## src/rtl/uart_receiver_if.sv

```systemverilog
// Bundles the serial line and the received-byte outputs of the UART receiver.
// The receiver side uses master; the line driver and consumer side uses slave.
interface uart_receiver_if;
  logic       bit_in;
  logic [7:0] data_out;
  logic       valid;
  logic       frame_err;
  logic       busy;

  modport master (
    input  bit_in,
    output data_out,
    output valid,
    output frame_err,
    output busy
  );

  modport slave (
    output bit_in,
    input  data_out,
    input  valid,
    input  frame_err,
    input  busy
  );
endinterface

```

## src/rtl/uart_receiver.sv

```systemverilog
// 8N1 UART receiver with a 2-flop input synchronizer and mid-bit sampling.
// Publishes each correctly framed byte with a one-cycle valid pulse; a bad stop bit gives frame_err.
module uart_receiver #(
  parameter int CLKS_PER_BIT = 16
) (
  input  logic             clk,
  input  logic             rst,
  uart_receiver_if.master  rx
);

  localparam int CW = $clog2(CLKS_PER_BIT);
  localparam logic [CW-1:0] HALF_M1 = CW'(CLKS_PER_BIT / 2 - 1);
  localparam logic [CW-1:0] FULL_M1 = CW'(CLKS_PER_BIT - 1);

  localparam logic [2:0] IDLE      = 3'd0;
  localparam logic [2:0] START     = 3'd1;
  localparam logic [2:0] DATA      = 3'd2;
  localparam logic [2:0] STOP      = 3'd3;
  localparam logic [2:0] WAIT_IDLE = 3'd4;

  logic          sync1_q, sync1_d;
  logic          sync2_q, sync2_d;
  logic [2:0]    state_q, state_d;
  logic [CW-1:0] cnt_q, cnt_d;
  logic [2:0]    bit_cnt_q, bit_cnt_d;
  logic [7:0]    shift_q, shift_d;
  logic [7:0]    data_q, data_d;
  logic          valid_q, valid_d;
  logic          ferr_q, ferr_d;

  always_comb begin
    sync1_d   = rx.bit_in;
    sync2_d   = sync1_q;
    state_d   = state_q;
    cnt_d     = cnt_q + CW'(1);
    bit_cnt_d = bit_cnt_q;
    shift_d   = shift_q;
    data_d    = data_q;
    valid_d   = 1'b0;
    ferr_d    = 1'b0;

    case (state_q)
      IDLE: begin
        cnt_d = '0;
        if (!sync2_q) begin
          state_d   = START;
          bit_cnt_d = 3'd0;
        end
      end
      START: begin
        if (cnt_q == HALF_M1) begin
          cnt_d   = '0;
          state_d = sync2_q ? IDLE : DATA;
        end
      end
      DATA: begin
        if (cnt_q == FULL_M1) begin
          cnt_d              = '0;
          shift_d[bit_cnt_q] = sync2_q;
          if (bit_cnt_q == 3'd7) begin
            state_d = STOP;
          end else begin
            bit_cnt_d = bit_cnt_q + 3'd1;
          end
        end
      end
      STOP: begin
        if (cnt_q == FULL_M1) begin
          cnt_d = '0;
          if (sync2_q) begin
            data_d  = shift_q;
            valid_d = 1'b1;
            state_d = IDLE;
          end else begin
            ferr_d  = 1'b1;
            state_d = WAIT_IDLE;
          end
        end
      end
      WAIT_IDLE: begin
        // A held-low break reports once and parks here until the line goes idle
        cnt_d = '0;
        if (sync2_q) begin
          state_d = IDLE;
        end
      end
      default: begin
        cnt_d   = '0;
        state_d = IDLE;
      end
    endcase
  end

  always_ff @(posedge clk) begin
    if (rst) begin
      sync1_q   <= 1'b1;
      sync2_q   <= 1'b1;
      state_q   <= IDLE;
      cnt_q     <= '0;
      bit_cnt_q <= 3'd0;
      shift_q   <= 8'h00;
      data_q    <= 8'h00;
      valid_q   <= 1'b0;
      ferr_q    <= 1'b0;
    end else begin
      sync1_q   <= sync1_d;
      sync2_q   <= sync2_d;
      state_q   <= state_d;
      cnt_q     <= cnt_d;
      bit_cnt_q <= bit_cnt_d;
      shift_q   <= shift_d;
      data_q    <= data_d;
      valid_q   <= valid_d;
      ferr_q    <= ferr_d;
    end
  end

  assign rx.data_out  = data_q;
  assign rx.valid     = valid_q;
  assign rx.frame_err = ferr_q;
  assign rx.busy      = (state_q != IDLE);

endmodule

```

## src/flat_wrapper.sv

```systemverilog
// flat-port wrapper written by rule: the top's interface ports become plain ports
module uart_receiver_flat 
#(
  parameter int CLKS_PER_BIT = 16
)
  (clk, rst, rx_bit_in, rx_data_out, rx_valid, rx_frame_err, rx_busy);
  uart_receiver_if rx_i ();
  input  logic clk;
  input  logic rst;
  input wire logic [$bits(rx_i.bit_in)-1:0] rx_bit_in;
  output wire logic [$bits(rx_i.data_out)-1:0] rx_data_out;
  output wire logic [$bits(rx_i.valid)-1:0] rx_valid;
  output wire logic [$bits(rx_i.frame_err)-1:0] rx_frame_err;
  output wire logic [$bits(rx_i.busy)-1:0] rx_busy;
  assign rx_i.bit_in = rx_bit_in;
  assign rx_data_out = rx_i.data_out;
  assign rx_valid = rx_i.valid;
  assign rx_frame_err = rx_i.frame_err;
  assign rx_busy = rx_i.busy;
  uart_receiver #(.CLKS_PER_BIT(CLKS_PER_BIT)) u_core (.clk(clk), .rst(rst), .rx(rx_i));
endmodule
```

## config.mk

```make
export PLATFORM = sky130hd
export DESIGN_NAME = uart_receiver_flat
export DESIGN_NICKNAME = d
export VERILOG_FILES = /design/src/rtl/uart_receiver_if.sv /design/src/rtl/uart_receiver.sv /design/src/flat_wrapper.sv
export SDC_FILE = /design/constraint.sdc
export NUM_CORES = 1
export LEC_CHECK = 0
export CAP_MARGIN = 20
export CORE_MARGIN = 8
export CORE_UTILIZATION = 55
export CTS_CLUSTER_SIZE = 12
export DETAILED_ROUTE_END_ITERATION = 16
export GPL_ROUTABILITY_DRIVEN = 1
export PLACE_DENSITY_LB_ADDON = 0.15
export SYNTH_ARGS = -nofsm -noshare
export SYNTH_HDL_FRONTEND = slang
export SYNTH_SLANG_ARGS = --single-unit
```

## constraint.sdc

```tcl
create_clock -name clk -period 1.75 [get_ports clk]
set_input_delay 0.35 -clock clk [delete_from_list [all_inputs] [get_ports clk]]
set_output_delay 0.35 -clock clk [all_outputs]
set_load 0.01 [all_outputs]
```

==> impl_metrics.yaml <==
detailed_routing:
  vias: 1034
  drt_pass1_iterations: 3
  drc_errors: 0
  wl_per_cell_um: 13.8
  first_iter_violations: 57
  antenna_left: 0
  vias_per_cell: 5.44
  wl_um: 2630
timing:
  finalSetupTns_ps: 0
  relSlewSlack_pct: 69.0
  hold_violations: 0
  rsz0062_at_grt: "false"
  finalCritPeriodShare_pct: 94.4
  layout_min_cycle_time_ps: 1650
  max_clock_freq_mhz: 605
  skew_ps: 3.32
  maxSlewViolCount: 0
  setup_viol_count_final: 0
  hold_ws_ps: 413
  tightest_slew_ps: 462
cts:
  cts-root-buf: "clkbuf_4"
  clk_pin_slew_ps: 90
  clk_latency_ps: 320
  clock-sinks: 30
  h-tree-depth: 2
  cts_buffer_depth: 2
  cts_buffers: 5
  hold_buffers: 0
  cts_tree: "yes"
worst_setup_path:
  start_kind: "flop"
  path_max_fanout: 7
  path_class: "reg -> out"
  required_ps: 1400
  end_kind: "primary output"
  worst_ep_arrival_time_ps: 1300
logic_synthesis:
  synth_top_area_share_pct: 43.4
  synth_fa_ha_area_share_pct: 2.71
  ys_seq_area_share_pct: 43.4
  synth_compound_gate_area_share_pct: 7.15
  yosys.area.top_type: "dfxtp_1"
  synth_mux_area_share_pct: 13.0
  syn_inst: 142
  async_flop_share_pct: 0
  mappedNetlistArea_mm2: 0.00138
  syn_nets: 148
  ys_ff_latch: 30
  ys.warnings.count: 0
  ys.flop_type: "dfxtp_1"
  synth_area_leaders: "dfxtp_1, mux2i_1, nand2b_1"
  synth_xor_area_share_pct: 1.27
  ys_types: 36
  synth_top_family_by_area: "simple AND/OR/NAND/NOR gates"
  synth_edf_count: 0
  synthSimpleGateAreaFrac_pct: 25.7
  syn_avg_cell_area_um2: 9.74
power_and_ir_drop:
  intPower_mw: 0.864
  seqPwrFrac_pct: 61.8
  leakagePower_nw: 0.659
  swShare_pct: 22.5
  pwr_density_cell_mw_per_mm2: 703
  p_comb_share_pct: 4.8
  p_clk_share_pct: 33.3
  power.net_switching_mw: 0.251
  ir_worst_vdd_uv: 632
finish:
  drive_gt1_share_pct: 12.5
  fillers: 232
  antenna_cells: 0
  finalInstanceArea_mm2: 0.00159
  syn_to_final_growth_pct: 14.8
  nets: 166
placement:
  dp_hpwl_um: 1910
  finalWeightedCongestion: 0.809
  io_buffers: 13
  place_area_mm2: 0.00154
grt:
  grt.total_usage_pct: 13.6
  grt_max_degree: 16
  grt_pass1_wl_um: 4570
  grt_remaining_overflow: 0
  antenna_found_initial: 0
  first_global_vias: 1060
worst_hold_path:
  hold_class: "reg -> reg"
floorplanning:
  die_x_um: 66.1
  die_h_um: 66.1
  die_area_mm2: 0.00437
  start_util_pct: 56.8
  num_rows: 18
  coreArea_mm2: 0.00243
  io_pins: 14
run:
  cap_viol_max_count: 0
run_status:
  outcome: "finished clean"
==> sequential cells by signal (all words and copies together) (netlist names) <==
signal and cells:
u_core.sync2_q 1, u_core.rx.data_out 8, u_core.rx.valid 1, u_core.bit_cnt_q 3, u_core.sync1_q 1, u_core.rx.frame_err 1
u_core.shift_q 8, u_core.cnt_q 4, u_core.state_q 3
==> area by class of cell <==
type,instances,area (um2),area share [%]
clock buffers,7,45.0,2.84
repair buffers,22,196,12.4
inverters,5,18.8,1.18
well taps,30,37.5,2.36
multi-input cells,96,689,43.4
flip-flops and latches,30,601,37.8
==> path summary, 6_finish.rpt <==
kind	from	to	slack (ps)	depth (start not counted)
worst max-delay path	u_core.state_q[1]$_SDFFE_PP0P_	rx_busy	100	2
worst min register to register	u_core.sync1_q$_SDFF_PP1_	u_core.sync2_q$_SDFF_PP1_	410	1
worst min-delay path	u_core.sync1_q$_SDFF_PP1_	u_core.sync2_q$_SDFF_PP1_	410	1
worst max register to register	u_core.cnt_q[0]$_SDFF_PP0_	u_core.rx.data_out[4]$_SDFFE_PP0P_	210	4
==> power groups by stage <==
| stage | registers (mW) | clock network (mW) | logic, mW |
|---|---|---|---|
| CTS | 0.690 | 0.380 | 0.0542 |
| detailed placement | 0.706 | 0 | 0.0545 |
| finish | 0.690 | 0.372 | 0.0539 |
| global placement | 0.706 | 0 | 0.0536 |
| global route | 0.690 | 0.423 | 0.0596 |
| floorplan | 0.706 | 0 | 0.0354 |
==> Yosys cell counts (2+ instances only) <==
cell type	instances
nand4_1	2
nand2b_1	20
nand2_1	3
nor2b_1	2
nand3_1	5
buf_6	4
dfxtp_1	30
o32ai_1	2
a311oi_1	2
a211oi_1	2
xnor2_1	2
o22ai_1	2
a21oi_1	2
nor4_1	2
clkbuf_1	4
ha_1	3
nand4b_1	3
buf_2	2
nor3_1	3
inv_1	5
mux2i_1	18
or2_2	4
nor2_1	7
==> layout by cell type, fill, tap and decap left out, types with 3 or more instances in the layout <==
| cell type | n |
|---|---|
| nand4b_1 | 3 |
| nor2_1 | 7 |
| ha_1 | 3 |
| nand2b_1 | 20 |
| nor3_1 | 3 |
| mux2i_1 | 18 |
| clkdlybuf4s50_1 | 12 |
| nand2_1 | 3 |
| or2_2 | 4 |
| dfxtp_1 | 30 |
| clkbuf_4 | 5 |
| buf_4 | 9 |
| nand3_1 | 5 |
| inv_1 | 5 |
==> layer usage <==
metal | global-route usage (%) | share of wire [%] | vias up
li1 | - | - | 527
met1 | 15.8 | 48 | 483
met2 | 20.0 | 45 | 18
met3 | 6.10 | 4.8 | 6
met4 | 8.27 | 1.8 | 0
met5 | 0 | 0 | -
==> cell families after synthesis <==
| kind of cell | Yosys count |
|---|---|
| AND/OR/NAND/NOR | 59 |
| AO/OA/AOI/OAI | 14 |
| buffers and inverters | 16 |
| multiplexers | 18 |
| XOR/XNOR | 2 |
| flip-flops | 30 |
| adder cells (fa/ha/maj) | 3 |
==> metrics by stage <==
step / instances / setup slack [ps] / total power [mW] / util (%)
after floorplan: 142 / 326 / 0.741 / -
final: 190 / 98.4 / 1.12 / 65.3
after global routing: 190 / 34.4 / 1.17 / 65.3
after global placement: 183 / 248 / 0.759 / 63.5
after detailed placement: 183 / 223 / 0.760 / 63.5
after CTS: 190 / 87.7 / 1.12 / 65.3
==> worst max-delay path: stages, from the launching register on <==
cell	delay, ps
dfxtp_1	380
or3_1	310
dlygate4sd2_1	290
==> what timing repair did <==
item	4_1_cts	5_1_grt
gates resized for setup	1	0
setup endpoints to repair	1	0
buffers inserted	0	0
Note: power is estimated with default switching activity, not from simulation.
